<file path="config.mk">
export PLATFORM = sky130hd
export DESIGN_NAME = alu_load_sequencer
export DESIGN_NICKNAME = d
export VERILOG_FILES = /design/src/rtl/alu_load_sequencer_pkg.sv /design/src/rtl/alu_load_sequencer_alu.sv /design/src/rtl/alu_load_sequencer_btn_debouncer.sv /design/src/rtl/alu_load_sequencer.sv
export SDC_FILE = /design/constraint.sdc
export NUM_CORES = 1
export LEC_CHECK = 0
export ABC_AREA = 1
export BUFFER_PORTS_ARGS = -buffer_cell sky130_fd_sc_hd__buf_2
export CELL_PAD_IN_SITES_DETAIL_PLACEMENT = 0
export CELL_PAD_IN_SITES_GLOBAL_PLACEMENT = 2
export CORE_MARGIN = 2
export CORE_UTILIZATION = 39
export CTS_CLUSTER_SIZE = 40
export DETAILED_ROUTE_END_ITERATION = 16
export PLACE_DENSITY_LB_ADDON = 0.08
export SLEW_MARGIN = 20
export SYNTH_ARGS = -nofsm -noshare
export SYNTH_HDL_FRONTEND = slang
export SYNTH_SLANG_ARGS = --single-unit
export TNS_END_PERCENT = 5
</file>
<file path="constraint.sdc">
create_clock -name i_clock -period 3.4 [get_ports i_clock]
set_clock_uncertainty 0.1 [all_clocks]
set_input_delay 0.34 -clock i_clock [delete_from_list [all_inputs] [get_ports i_clock]]
set_output_delay 0.34 -clock i_clock [all_outputs]
set_load 0.01 [all_outputs]
</file>
<file path="src/rtl/alu_load_sequencer_pkg.sv">
// Shared definitions for the ALU loader: opcode encodings used by the alu
// and the 2-bit sequencer state encodings shown on the status LEDs.
package alu_load_sequencer_pkg;

  localparam logic [3:0] OP_ADD = 4'h0;
  localparam logic [3:0] OP_SUB = 4'h1;
  localparam logic [3:0] OP_AND = 4'h2;
  localparam logic [3:0] OP_OR  = 4'h3;
  localparam logic [3:0] OP_XOR = 4'h4;
  localparam logic [3:0] OP_NOR = 4'h5;
  localparam logic [3:0] OP_SRA = 4'h6;
  localparam logic [3:0] OP_SRL = 4'h7;

  localparam logic [1:0] S_WAIT_A  = 2'd0;
  localparam logic [1:0] S_WAIT_B  = 2'd1;
  localparam logic [1:0] S_WAIT_OP = 2'd2;
  localparam logic [1:0] S_DONE    = 2'd3;

endpackage

</file>
<file path="src/rtl/alu_load_sequencer_alu.sv">
// Combinational alu: NB_DATA-wide result, wrapping arithmetic, no carry out.
// Shift opcodes use data_b as the shift amount.
module alu
  import alu_load_sequencer_pkg::*;
#(
  parameter int NB_DATA      = 4,
  parameter int NB_OPERATION = 4
) (
  input  logic [NB_DATA-1:0]      i_data_a,
  input  logic [NB_DATA-1:0]      i_data_b,
  input  logic [NB_OPERATION-1:0] i_op,
  output logic [NB_DATA-1:0]      o_result
);

  // opcode decode; unknown opcodes yield zero
  always_comb begin
    o_result = '0;
    case (i_op)
      NB_OPERATION'(OP_ADD): o_result = i_data_a + i_data_b;
      NB_OPERATION'(OP_SUB): o_result = i_data_a - i_data_b;
      NB_OPERATION'(OP_AND): o_result = i_data_a & i_data_b;
      NB_OPERATION'(OP_OR):  o_result = i_data_a | i_data_b;
      NB_OPERATION'(OP_XOR): o_result = i_data_a ^ i_data_b;
      NB_OPERATION'(OP_NOR): o_result = ~(i_data_a | i_data_b);
      NB_OPERATION'(OP_SRA): o_result = $signed(i_data_a) >>> i_data_b;
      NB_OPERATION'(OP_SRL): o_result = i_data_a >> i_data_b;
      default:               o_result = '0;
    endcase
  end

endmodule

</file>
<file path="src/rtl/alu_load_sequencer_btn_debouncer.sv">
// Button debouncer: the stable level follows the raw level only after it has
// differed for 2**NB_DEBOUNCE cycles; emits a one-cycle pulse on a stable press.
module btn_debouncer #(
  parameter int NB_DEBOUNCE = 20
) (
  input  logic i_clock,
  input  logic i_reset,
  input  logic i_btn,
  output logic o_pulse
);

  logic [NB_DEBOUNCE-1:0] count_r;
  logic                   stable_r;
  logic                   expired_s;

  assign expired_s = &count_r;

  // count while raw differs from stable; toggle stable when the count saturates
  always_ff @(posedge i_clock) begin
    if (i_reset) begin
      count_r  <= '0;
      stable_r <= 1'b0;
      o_pulse  <= 1'b0;
    end else begin
      o_pulse <= 1'b0;
      if (i_btn != stable_r) begin
        if (expired_s) begin
          count_r  <= '0;
          stable_r <= ~stable_r;
          o_pulse  <= ~stable_r;
        end else begin
          count_r <= count_r + NB_DEBOUNCE'(1);
        end
      end else begin
        count_r <= '0;
      end
    end
  end

endmodule

</file>
<file path="src/rtl/alu_load_sequencer.sv">
// Operand/opcode loader in front of the alu: debounced buttons capture A, B and
// the opcode from the shared switch bus; the alu result is registered with valid/zero.
module alu_load_sequencer
  import alu_load_sequencer_pkg::*;
#(
  parameter int NB_DATA      = 4,
  parameter int NB_OPERATION = 4,
  parameter int NB_DEBOUNCE  = 20,
  parameter int SEQUENTIAL   = 1
) (
  input  logic               i_clock,
  input  logic               i_reset,
  input  logic [NB_DATA-1:0] i_data,
  input  logic [2:0]         i_load,
  output logic [NB_DATA-1:0] o_result,
  output logic               o_valid,
  output logic               o_zero,
  output logic [1:0]         o_state
);

  logic [2:0]              pulse_s;
  logic                    load_a_s;
  logic                    load_b_s;
  logic                    load_op_s;
  logic                    wr_a_s;
  logic                    wr_b_s;
  logic                    wr_op_s;
  logic                    trigger_s;
  logic [1:0]              state_next_s;
  logic [1:0]              state_r;
  logic [NB_DATA-1:0]      data_a_r;
  logic [NB_DATA-1:0]      data_b_r;
  logic [NB_OPERATION-1:0] op_r;
  logic                    trigger_r;
  logic [NB_DATA-1:0]      alu_result_s;

  for (genvar gi = 0; gi < 3; gi++) begin : g_debounce
    btn_debouncer #(.NB_DEBOUNCE(NB_DEBOUNCE)) u_debouncer (
      .i_clock (i_clock),
      .i_reset (i_reset),
      .i_btn   (i_load[gi]),
      .o_pulse (pulse_s[gi])
    );
  end

  // A beats B beats OP when pulses coincide
  assign load_a_s  = pulse_s[0];
  assign load_b_s  = pulse_s[1] & ~pulse_s[0];
  assign load_op_s = pulse_s[2] & ~pulse_s[1] & ~pulse_s[0];

  // load enables and next state; out-of-order pulses are ignored in sequential mode
  always_comb begin
    wr_a_s       = 1'b0;
    wr_b_s       = 1'b0;
    wr_op_s      = 1'b0;
    trigger_s    = 1'b0;
    state_next_s = state_r;
    if (SEQUENTIAL != 0) begin
      case (state_r)
        S_WAIT_A, S_DONE: begin
          if (load_a_s) begin
            wr_a_s       = 1'b1;
            state_next_s = S_WAIT_B;
          end else begin
            state_next_s = state_r;
          end
        end
        S_WAIT_B: begin
          if (load_b_s) begin
            wr_b_s       = 1'b1;
            state_next_s = S_WAIT_OP;
          end else begin
            state_next_s = state_r;
          end
        end
        S_WAIT_OP: begin
          if (load_op_s) begin
            wr_op_s      = 1'b1;
            state_next_s = S_DONE;
          end else begin
            state_next_s = state_r;
          end
        end
        default: state_next_s = S_WAIT_A;
      endcase
      trigger_s = wr_op_s;
    end else begin
      wr_a_s       = load_a_s;
      wr_b_s       = load_b_s;
      wr_op_s      = load_op_s;
      state_next_s = load_op_s ? S_DONE : state_r;
      trigger_s    = load_a_s | load_b_s | load_op_s;
    end
  end

  // operand/opcode registers, state and the one-cycle result trigger
  always_ff @(posedge i_clock) begin
    if (i_reset) begin
      data_a_r  <= '0;
      data_b_r  <= '0;
      op_r      <= '0;
      state_r   <= S_WAIT_A;
      trigger_r <= 1'b0;
    end else begin
      if (wr_a_s) begin
        data_a_r <= i_data;
      end
      if (wr_b_s) begin
        data_b_r <= i_data;
      end
      if (wr_op_s) begin
        op_r <= i_data[NB_OPERATION-1:0];
      end
      state_r   <= state_next_s;
      trigger_r <= trigger_s;
    end
  end

  alu #(.NB_DATA(NB_DATA), .NB_OPERATION(NB_OPERATION)) u_alu (
    .i_data_a (data_a_r),
    .i_data_b (data_b_r),
    .i_op     (op_r),
    .o_result (alu_result_s)
  );

  // registered result; held between triggers, valid pulses once per trigger
  always_ff @(posedge i_clock) begin
    if (i_reset) begin
      o_result <= '0;
      o_valid  <= 1'b0;
      o_zero   <= 1'b1;
    end else begin
      o_valid <= trigger_r;
      if (trigger_r) begin
        o_result <= alu_result_s;
        o_zero   <= (alu_result_s == '0);
      end
    end
  end

  assign o_state = state_r;

endmodule

</file>
# After elaboration in Yosys (flattened, before gate mapping)
# Index checks and enable logic that the tools add are counted.
[classes]
add_sub_neg = 5
eq_ne = 16
shift = 2
muxes = 11
bitwise = 18
n_reduce_logical = 17
[ops]
columns = ["cell", "count"]
rows = [
  ["AND reduction 21 bit", 3],
  ["adder 20 x 1 -> 20 bit (second input constant)", 3],
  ["AND reduction 20 bit", 3],
  ["one-hot mux 4 bit (8 select lines)", 1],
  ["OR reduction 3 bit", 6],
  ["== test 4 x 3 -> 1 bit (second input constant)", 4],
  ["NOT 1 bit", 11],
  ["== test 4 x 2 -> 1 bit (second input constant)", 2],
  ["zero test 4 bit", 2],
  ["two-way mux 1 bit", 6],
  ["two-way mux 2 bit", 3],
  ["one-hot mux 2 bit (3 select lines)", 1],
  ["adder 4 bit", 1],
  ["bitwise AND 4 bit", 1],
  ["== test 2 bit (second input constant)", 2],
  ["== test 4 x 1 -> 1 bit (second input constant)", 1],
  ["!= test 2 bit (second input constant)", 2],
  ["NOT 4 bit", 1],
  ["bitwise OR 4 bit", 1],
  [">> shifter 4 x 4 -> 4 bit", 1],
  [">>> shifter 4 x 4 -> 4 bit", 1],
  ["subtractor 4 bit", 1],
  ["XOR 4 bit", 1],
  ["bitwise AND 1 bit", 3],
  ["other kinds (6)", 8],
]
[word_totals]
ff_bits = 87
input_bits = 9
output_inout_bits = 8
elab_cells = 86

# Longest topological paths before layout
# Gate-level depths: netlist (run 1).
[logic_depth]
depth_word = 5
ltp_mapped = 17

# Modules after synthesis
# From an unflattened synthesis (run 1), not the netlist that was laid out.
[hier_totals]
cells_unflattened = 712
hier_area_um2 = 4932.2
[by_module_without_submodules]
columns = ["module", "n_inst", "cells_per_inst", "area_each_um2"]
rows = [
  ["btn_debouncer", 3, 157, 1109.8],
  ["alu_load_sequencer", 1, 104, 844.6],
  ["alu", 1, 137, 758.2],
]

# Least setup slack after synthesis (run 1)
# OpenSTA, ideal clock, no wires.
[synth_timing]
kind = "reg2reg"
from = "register data_b_r[0]"
to = "register o_result[1]"
setup_time_ns = 0.115
t_arrival_ns = 2.033
t_required_ns = 3.185
setup_slack_ns = 1.152
path_stages_with_launch = 12
n_path_buf = 0
period_less_slack_ns = 2.248
path_cell_list = "dfxtp_1 inv_1 ha_1 nand2_1 o21ai_0 fa_1 nand3b_1 nand3_1 nor2_1 nand3_1 o21ai_0 inv_1"
[synth_between]
elab_chain_len = 2
elab_cells_between_ends = 5
classes_between = "add/sub (2); shift (2); mux (1)"
[synth_rtl]
columns = ["element", "line_no", "rtl"]
rows = [
  ["from (decl)", "alu_load_sequencer.sv:32", "logic [NB_DATA-1:0] data_b_r;"],
  ["from (signal assigned)", "alu_load_sequencer.sv:109", "data_b_r <= i_data;"],
  ["subtractor 4 bit (tied with other cells)", "alu_load_sequencer_alu.sv:20", "NB_OPERATION'(OP_SUB): o_result = i_data_a - i_data_b;"],
  ["one-hot mux 4 bit (8 select lines) *", "alu_load_sequencer_alu.sv:18", "case (i_op)"],
  ["to (signal assigned)", "alu_load_sequencer.sv:135", "o_result <= alu_result_s;"],
  ["to (decl)", "alu_load_sequencer.sv:15", "output logic [NB_DATA-1:0] o_result,"],
]
# Mark *: on every way between the ends. The rest lies on a longest branch, timed or not.
# A chain may end at the register's enable or synchronous reset.

# Worst setup path in the final report (run 1)
[layout_timing]
from = "register data_b_r[0]"
to = "register o_result[3]"
# The elaborated chain is that of the path after synthesis.

==> flow_metrics.tcl, run 1 <==
set metrics [dict create \
    htree_levels 3 \
    cts.sinks 87 \
    dp.cells 858 \
    setup_tns_ns 0 \
    peakVddDrop_mv 0.301 \
    drt-total-wl_mm 11.0 \
    path_max_fanout 9 \
    syn_area_sq_um 4840 \
    synth_nets 710 \
    finalHoldViolations 0 \
    fin_cells 874 \
    synthXorXnorAreaFrac_pct 4.16 \
    clock.fmax_ghz 0.398 \
    final.period_utilization_pct 74.0 \
    synthAdderAreaFrac_pct 5.32 \
    vias 4216 \
    cts_root_buffer "clkbuf_16" \
    run_status "finished, final reports clean" \
    grt_usage_pct 18.2 \
    hpwl_mm 8.34 \
    synth_mux_area_share_pct 0 \
    cts_resized 0 \
    clk_pin_slew_ns 0.06 \
    path_class "flop to flop" \
    top_level_ports 17 \
    place.gp.congestion 0.823 \
    dr.first_iter.drc_count 206 \
    synth_compound_area_share_pct 9.19 \
    synthSimpleGateAreaFrac_pct 36.0 \
    post-cts-setup-buffer-count 0 \
    async_flop_share_pct 0 \
    synth_seq_cells 87 \
    cts_tree "built" \
    slew-limit-headroom_pct 54.9 \
    worst_pin_slew_ns 0.673 \
    vias_per_cell 4.82 \
    drt_pre_antenna_iters 5 \
    min_path_type "primary input to flop" \
    ctsHoldBuffers 0 \
    reg2reg_slack_ns 0.89 \
    initial_core_util_pct 40.2 \
    setup_viol 0 \
    area_delta_synth_final_pct 11.2 \
    core.rowCount 40 \
    die_h_um 115 \
    arrival_ns 2.65 \
    clockBufferDepth 2 \
    syn_inst 681 \
    drive_above_1_share_pct 12.5 \
    grt_antenna_before_repair 0 \
    cts_buffers 9 \
    port_buffers 16 \
    grt.overflow.total 0 \
    drv_cap 0 \
    synth_edf_count 0 \
    num-nets-final 730 \
    grt_setup_unrepaired "no" \
    synth_top_family_by_area "simple AND/OR/NAND/NOR gates" \
    critPathLaunchType "flop" \
    wl_per_cell_um 12.6 \
    end_kind "flop" \
    grt_pass1_vias 4089 \
    coreArea_sq_um 12100 \
    synth.avg_cell_area_sq_um 7.11 \
    fin_crit_ns 2.51 \
    yosysWarnings 0 \
    detail-route-antenna-nets 0 \
    mostFrequentLayoutCell "nand2_1" \
    die_area_sq_um 13300 \
    cellLeakagePower_nw 2.07 \
    nFillCells 1290 \
    final_cell_mix "nand2_1, inv_1, dfxtp_1" \
    die_w_um 115 \
    power.density_nw_per_um2 410 \
    antenna_cells 0 \
    drc 0 \
    grt_pass1_wl_mm 19.2 \
    grt_max_degree 21 \
    clk_latency_ns 0.34 \
    synth-main-ff-cell "dfxtp_1" \
    seq_area_frac_synth_pct 36.0 \
    synth.distinct_cells 40 \
    slew_viol_final 0 \
    required_ns 3.54 \
]
-- cell usage after synthesis, types with 8 or more instances --
master     n  area share (%)
nand2_1  124             9.6
inv_1     99             7.7
dfxtp_1   87              36
nor2_1    74             5.7
nand3_1   44             4.5
a21oi_1   43             4.4
o21ai_0   35             3.6
nor3_1    33             3.4
nor2_2    23             3.0
ha_1      19             4.9
nand4_1   17             2.2
xor2_1    16             2.9
or2_2      8             1.0
-- final cells by class --
cell class                      instances  area, sq um  area share (%)
Multi-Input combinational cell        484         2650            49.1
Sequential cell                        87         1740            32.3
Inverter                              102          385            7.15
Clock buffer                           11          233            4.32
Tap cell                              168          210            3.90
Timing Repair Buffer                   17         87.6            1.63
Clock inverter                          5         82.6            1.53
-- flip-flops by register name, summed over array words and instances, names as in the netlist, 2 cells and up --
register,cells
data_a_r,4
o_state,2
g_debounce.u_debouncer.stable_r,3
o_result,4
g_debounce.u_debouncer.o_pulse,3
op_r,4
g_debounce.u_debouncer.count_r,60
data_b_r,4
-- worst paths after layout --
path              cells after the start                              endpoint                                  from
setup / recovery                     13                           o_result[3]                           data_b_r[0]
hold / removal                        3     g_debounce[0].u_debouncer.o_pulse                             i_load[0]
setup reg to reg                     13                           o_result[3]                           data_b_r[0]
hold reg to reg                       1  g_debounce[2].u_debouncer.count_r[0]  g_debounce[2].u_debouncer.count_r[0]
-- critical path, cell delays in order (launching register included) --
cell and delay [ns]:
dfxtp_1 0.47, inv_1 0.21, ha_1 0.24, a21oi_1 0.15, xor2_1 0.17, ha_1 0.28, a21oi_1 0.21, nand3_1 0.12
nand2_1 0.08, nand2_1 0.04, nand3_1 0.06, nand2_1 0.07, o21ai_0 0.16, inv_1 0.05
-- per-layer routing --
layer / vias up / global-route usage [%] / part of all wire, %
met5: - / 0 / 0
met2: 51 / 29.7 / 47
met3: 14 / 5.07 / 2.7
li1: 2221 / - / -
met4: 0 / 7.23 / 1.9
met1: 1930 / 22.9 / 48
-- logic make-up (layout without fill, tap and decap cells) --
logic type                 count (synthesis)  in the layout
DFF                                       87             87
AOI/OAI and AO/OA                         84             84
adders and majority gates                 20             20
and+or+nand+nor                          357            357
xor gates and xnor gates                  23             23
buffers and inverters                    110            135
-- per-stage QoR --
stage                     instance area, sq um  setup WS, ns  utilization, %  hold WS (ns)  power [mW]
after floorplan                           4840          1.15               -         0.317        1.14
after global placement                    5070         0.979            42.1         0.328        1.17
after detailed placement                  5070         0.909            42.1         0.345        1.18
after CTS                                 5390         0.884            44.7         0.159        2.25
after global routing                      5390         0.581            44.7         0.162        2.32
final                                     5390         0.885            44.7         0.174        2.21
-- report_power, final --
part           switching, mW  total (mW)  internal [mW]  leakage, nW
Sequential            0.0108        1.04           1.03        0.702
Combinational         0.0739       0.111         0.0370         1.21
Clock                  0.412        1.06          0.646        0.154
Note: power is estimated with default switching activity, not from simulation.
==> inputs of run 2 (changes only) <==
CORE_UTILIZATION = 32   (was 39)
clock period = 2.1 ns   (was 3.4 ns; I/O delays follow)
==> flow_metrics.tcl, run 2 (synthesis results as in run 1) <==
set metrics [dict create \
    run_status "finished, final reports clean" \
    area_delta_synth_final_pct 16.7 \
    largest_reg_flops 60 \
    die_area_sq_um 16100 \
    drv_cap 0 \
    final.period_utilization_pct 98.9 \
    r2r_cells 16 \
    r2r_start "op_r[0]" \
    top_level_ports 17 \
    power.density_nw_per_um2 622 \
    grt_usage_pct 15.0 \
    end_kind "flop" \
    hpwl_mm 8.82 \
    peakVddDrop_mv 0.390 \
    antenna_cells 0 \
    met1_length_mm 5.71 \
    cts_tree "built" \
    grt_setup_unrepaired "yes" \
    cts.sinks 87 \
    cellLeakagePower_nw 2.20 \
    top_register "g_debounce.u_debouncer.count_r" \
    slew_viol_final 0 \
    num-nets-final 757 \
    reg2reg_slack_ns 0.02 \
    path_class "flop to flop" \
    cts_buffers 9 \
    grt_antenna_before_repair 0 \
    htree_levels 3 \
    port_buffers 16 \
    grt_pass1_vias 4143 \
    clk_pin_slew_ns 0.06 \
    initial_core_util_pct 33.1 \
    die_w_um 127 \
    min_path_type "primary input to flop" \
    path_max_fanout 3 \
    drive_above_1_share_pct 17.5 \
    coreArea_sq_um 14600 \
    detail-route-antenna-nets 0 \
    mostFrequentLayoutCell "nand2_1" \
    arrival_ns 2.27 \
    dr.first_iter.drc_count 202 \
    cts_root_buffer "clkbuf_16" \
    vias_per_cell 4.65 \
    ctsHoldBuffers 0 \
    drc 0 \
    setup_viol 0 \
    grt_pass1_wl_mm 19.5 \
    top_layer "met4" \
    finalCoreUtilization_pct 38.6 \
    hp-start "i_load[1]" \
    place.gp.congestion 0.801 \
    fin_crit_ns 2.08 \
    wl_met3_um 322 \
    clock.fmax_ghz 0.482 \
    rr_endpoint "o_zero" \
    wl_per_cell_um 12.6 \
    worst_pin_slew_ns 0.491 \
    endpoint "o_zero" \
    clockBufferDepth 2 \
    drt-total-wl_mm 11.5 \
    final_cell_mix "nand2_1, inv_1, dfxtp_1" \
    power_mw 3.52 \
    slew-limit-headroom_pct 67.1 \
    grt.overflow.total 0 \
    die_h_um 127 \
    crit_start "op_r[0]" \
    dr_wl_met2_mm 5.31 \
    core.rowCount 44 \
    critPathLaunchType "flop" \
    required_ns 2.29 \
    clk_latency_ns 0.35 \
    vias 4262 \
    finalHoldViolations 0 \
    grt_max_degree 18 \
    drt_pre_antenna_iters 4 \
]
-- run 2: per-stage QoR --
step	hold WS (ns)	instance area (sq um)	cells	worst slack [ns]	setup TNS, ns
CTS	0.0347	5610	915	-0.0125	-0.0214
global placement	0.330	5300	900	-0.00558	-0.00558
detailed placement	0.347	5300	900	-0.0455	-0.0971
global route	0.0723	5650	916	-0.124	-0.430
finish	0.0438	5650	916	0.0235	0
floorplan	0.252	4850	681	-0.00814	-0.00814
-- run 2: per-layer routing --
| metal | up-vias | track usage [%] |
|---|---|---|
| met1 | 1936 | 19.4 |
| met4 | 0 | 5.04 |
| met3 | 11 | 3.43 |
| met2 | 35 | 24.9 |
| li1 | 2280 | - |
| met5 | - | 0 |
-- run 2: cell type report --
class | instances | area (sq um)
Tap cell | 184 | 230
Sequential cell | 87 | 1750
Clock inverter | 3 | 42.5
Timing Repair Buffer | 44 | 307
Inverter | 102 | 385
Clock buffer | 12 | 256
Fill cell | 1559 | 8990
Multi-Input combinational cell | 484 | 2690
-- run 2: repair_timing --
| item | 4_1_cts | 5_1_grt |
|---|---|---|
| pin swaps | 1 | 11 |
| setup buffers | 0 | 1 |
| cloned | 0 | 0 |
| setup endpoints to repair | 4 | 4 |
| gates resized for setup | 5 | 11 |
-- run 2: worst min path at each step --
stage,cells after the start,slack [ns],to
after global routing,3,0.07,g_debounce[1].u_debouncer.o_pulse
after detailed placement,1,0.35,g_debounce[2].u_debouncer.count_r[0]
after CTS,3,0.03,g_debounce[1].u_debouncer.o_pulse
final,3,0.04,g_debounce[1].u_debouncer.o_pulse
after global placement,1,0.33,g_debounce[2].u_debouncer.count_r[0]
after floorplan,2,0.25,g_debounce[1].u_debouncer.o_pulse
-- run 2: worst max-delay path: stages (launching register included) --
cell and delay, ns:
dfxtp_2 0.33, inv_2 0.05, nor2_4 0.13, a21oi_2 0.07
xor2_1 0.16, ha_1 0.35, buf_6 0.12, inv_2 0.02
nand2_1 0.04, nand2_1 0.05, nand2_1 0.06, nand3_1 0.07
nor2_1 0.11, nand3_1 0.10, nor2_1 0.13, nand3_1 0.08
nand2_1 0.05
-- run 2: power breakdown --
part / internal (mW) / leakage [nW] / switching, mW
Sequential: 1.67 / 0.703 / 0.0194
Combinational: 0.0671 / 1.36 / 0.120
Clock: 0.979 / 0.145 / 0.661
==> inputs of run 3 (changes only) <==
GPL_TIMING_DRIVEN = 0   (was not set)
==> flow_metrics.tcl, run 3 (synthesis results as in run 1) <==
set metrics [dict create \
    area_delta_synth_final_pct 18.7 \
    drc 0 \
    design_area_sq_um 5750 \
    grt_setup_unrepaired "yes" \
    crit_path_cell_trace "inv_2 > nor2_4 > nand2_4 > nand2_4 > o21ai_4 > fa_1 > nand3b_1 > nand3_1 > nor2_2 > nand3_2 > nor2_2 > nand3_2 > nand2_1" \
    core.rowCount 44 \
    vias 4243 \
    rr_endpoint "o_zero" \
    final_cell_mix "nand2_1, inv_1, dfxtp_1" \
    power.density_nw_per_um2 607 \
    largest_reg_flops 60 \
    fin_crit_ns 2.15 \
    grt_max_degree 15 \
    antenna_cells 0 \
    end_kind "flop" \
    finalCoreUtilization_pct 39.3 \
    drt-total-wl_mm 11.8 \
    die_w_um 127 \
    finalHoldViolations 0 \
    critical_path_buf_inv_count 1 \
    worst_pin_slew_ns 0.584 \
    preCtsSetupSlack_ns -0.587 \
    place.gp.congestion 0.792 \
    die_area_sq_um 16100 \
    hold-worst-slack_ns 0.0556 \
    placed_area_sq_um 5160 \
    drv_cap 0 \
    clk_latency_ns 0.35 \
    cts.sinks 87 \
    crit_family "simple AND/OR/NAND/NOR gates" \
    nFillCells 1544 \
    failed_checks "setup timing" \
    required_ns 2.29 \
    grt_usage_pct 15.2 \
    r2r_start "op_r[0]" \
    initial_core_util_pct 33.1 \
    port_buffers 16 \
    setup_viol 3 \
    mostFrequentLayoutCell "nand2_1" \
    arrival_ns 2.33 \
    vias_per_cell 4.66 \
    cts_root_buffer "clkbuf_16" \
    clk_pin_slew_ns 0.07 \
    drive_above_1_share_pct 19.7 \
    htree_levels 3 \
    critPathLaunchType "flop" \
    slew_viol_final 0 \
    top_level_ports 17 \
    detail-route-antenna-nets 0 \
    slew-limit-headroom_pct 60.7 \
    setup_tns_ns -0.0709 \
    setup_slack_ns -0.0453 \
    final.period_utilization_pct 102 \
    peakVddDrop_mv 0.383 \
    coreArea_sq_um 14600 \
    hpwl_mm 8.72 \
    dr.first_iter.drc_count 187 \
    clockBufferDepth 2 \
    hold_depth 3 \
    min_path_type "primary input to flop" \
    cts_buffers 9 \
    grt_antenna_before_repair 0 \
    grt.overflow.total 0 \
    crit_path_max_incr_delay_ns 0.49 \
    grt_pass1_wl_mm 19.7 \
    die_h_um 127 \
    cts_tree "built" \
    run_status "finished with violations" \
    clock.fmax_ghz 0.466 \
    ctsHoldBuffers 0 \
    hold_end "g_debounce[0].u_debouncer.o_pulse" \
    path_max_fanout 3 \
    path_class "flop to flop" \
    top_register "g_debounce.u_debouncer.count_r" \
    r2r_cells 13 \
    reg2reg_slack_ns -0.05 \
    wl_per_cell_um 12.9 \
    cellLeakagePower_nw 2.22 \
    num-nets-final 751 \
    hp-start "i_load[0]" \
    grt_pass1_vias 4123 \
    drt_pre_antenna_iters 4 \
    crit_slowest_cell "fa_1" \
]
## run 3: changes by cell type in the layout (fill, tap and decap cells not counted), sizes merged
cell,delta
clkinv,+1
clkinvlp,+1
buf,-8
## run 3: what timing repair did
item                       in CTS  in global routing
gates resized for setup        32                 27
setup buffers                   7                  7
pin swaps                      14                 12
setup endpoints to repair       4                 14
## run 3: worst max-delay path by stage
| stage | from | slack [ns] | cells after the start | endpoint |
|---|---|---|---|---|
| CTS | op_r[3] | -0.07 | 13 | o_zero |
| global route | op_r[0] | -0.18 | 13 | o_zero |
| floorplan | op_r[0] | -0.008 | 13 | o_result[3] |
| detailed placement | op_r[0] | -0.59 | 12 | o_result[1] |
| global placement | op_r[0] | -0.57 | 12 | o_result[1] |
| finish | op_r[0] | -0.05 | 13 | o_zero |
## run 3: where the power goes
group	switching, mW	internal [mW]
clock network	0.695	0.919
registers	0.0209	1.67
logic	0.124	0.0705
## run 3: cell type report
cell class	count	area [sq um]	area share, %
buffer	8	81.3	1.41
clock buffer	10	229	3.98
tap	184	230	4.00
multi-input combinational	484	2810	48.8
clock inverter	5	58.8	1.02
sequential	87	1760	30.5
timing repair buffer	30	185	3.22
inverter	102	403	7.00
## run 3: routing by layer
metal | share of wire, % | GRT usage, % | vias to the layer above
met5 | 0 | 0 | -
met4 | 1.0 | 3.30 | 0
met3 | 2.6 | 4.10 | 10
met2 | 48 | 26.0 | 22
met1 | 48 | 19.2 | 1941
li1 | - | - | 2270
## run 3: per-stage QoR
step | instances | total power [mW]
2_1_floorplan | 681 | 1.85
3_3_place_gp | 881 | 1.92
3_5_place_dp | 881 | 1.92
4_1_cts | 903 | 3.57
5_1_grt | 910 | 3.66
6_report | 910 | 3.49
## run 3: worst min-delay path: stages
cell and delay, ns:
buf_2 0.12, nand3b_1 0.07, nor2_1 0.05
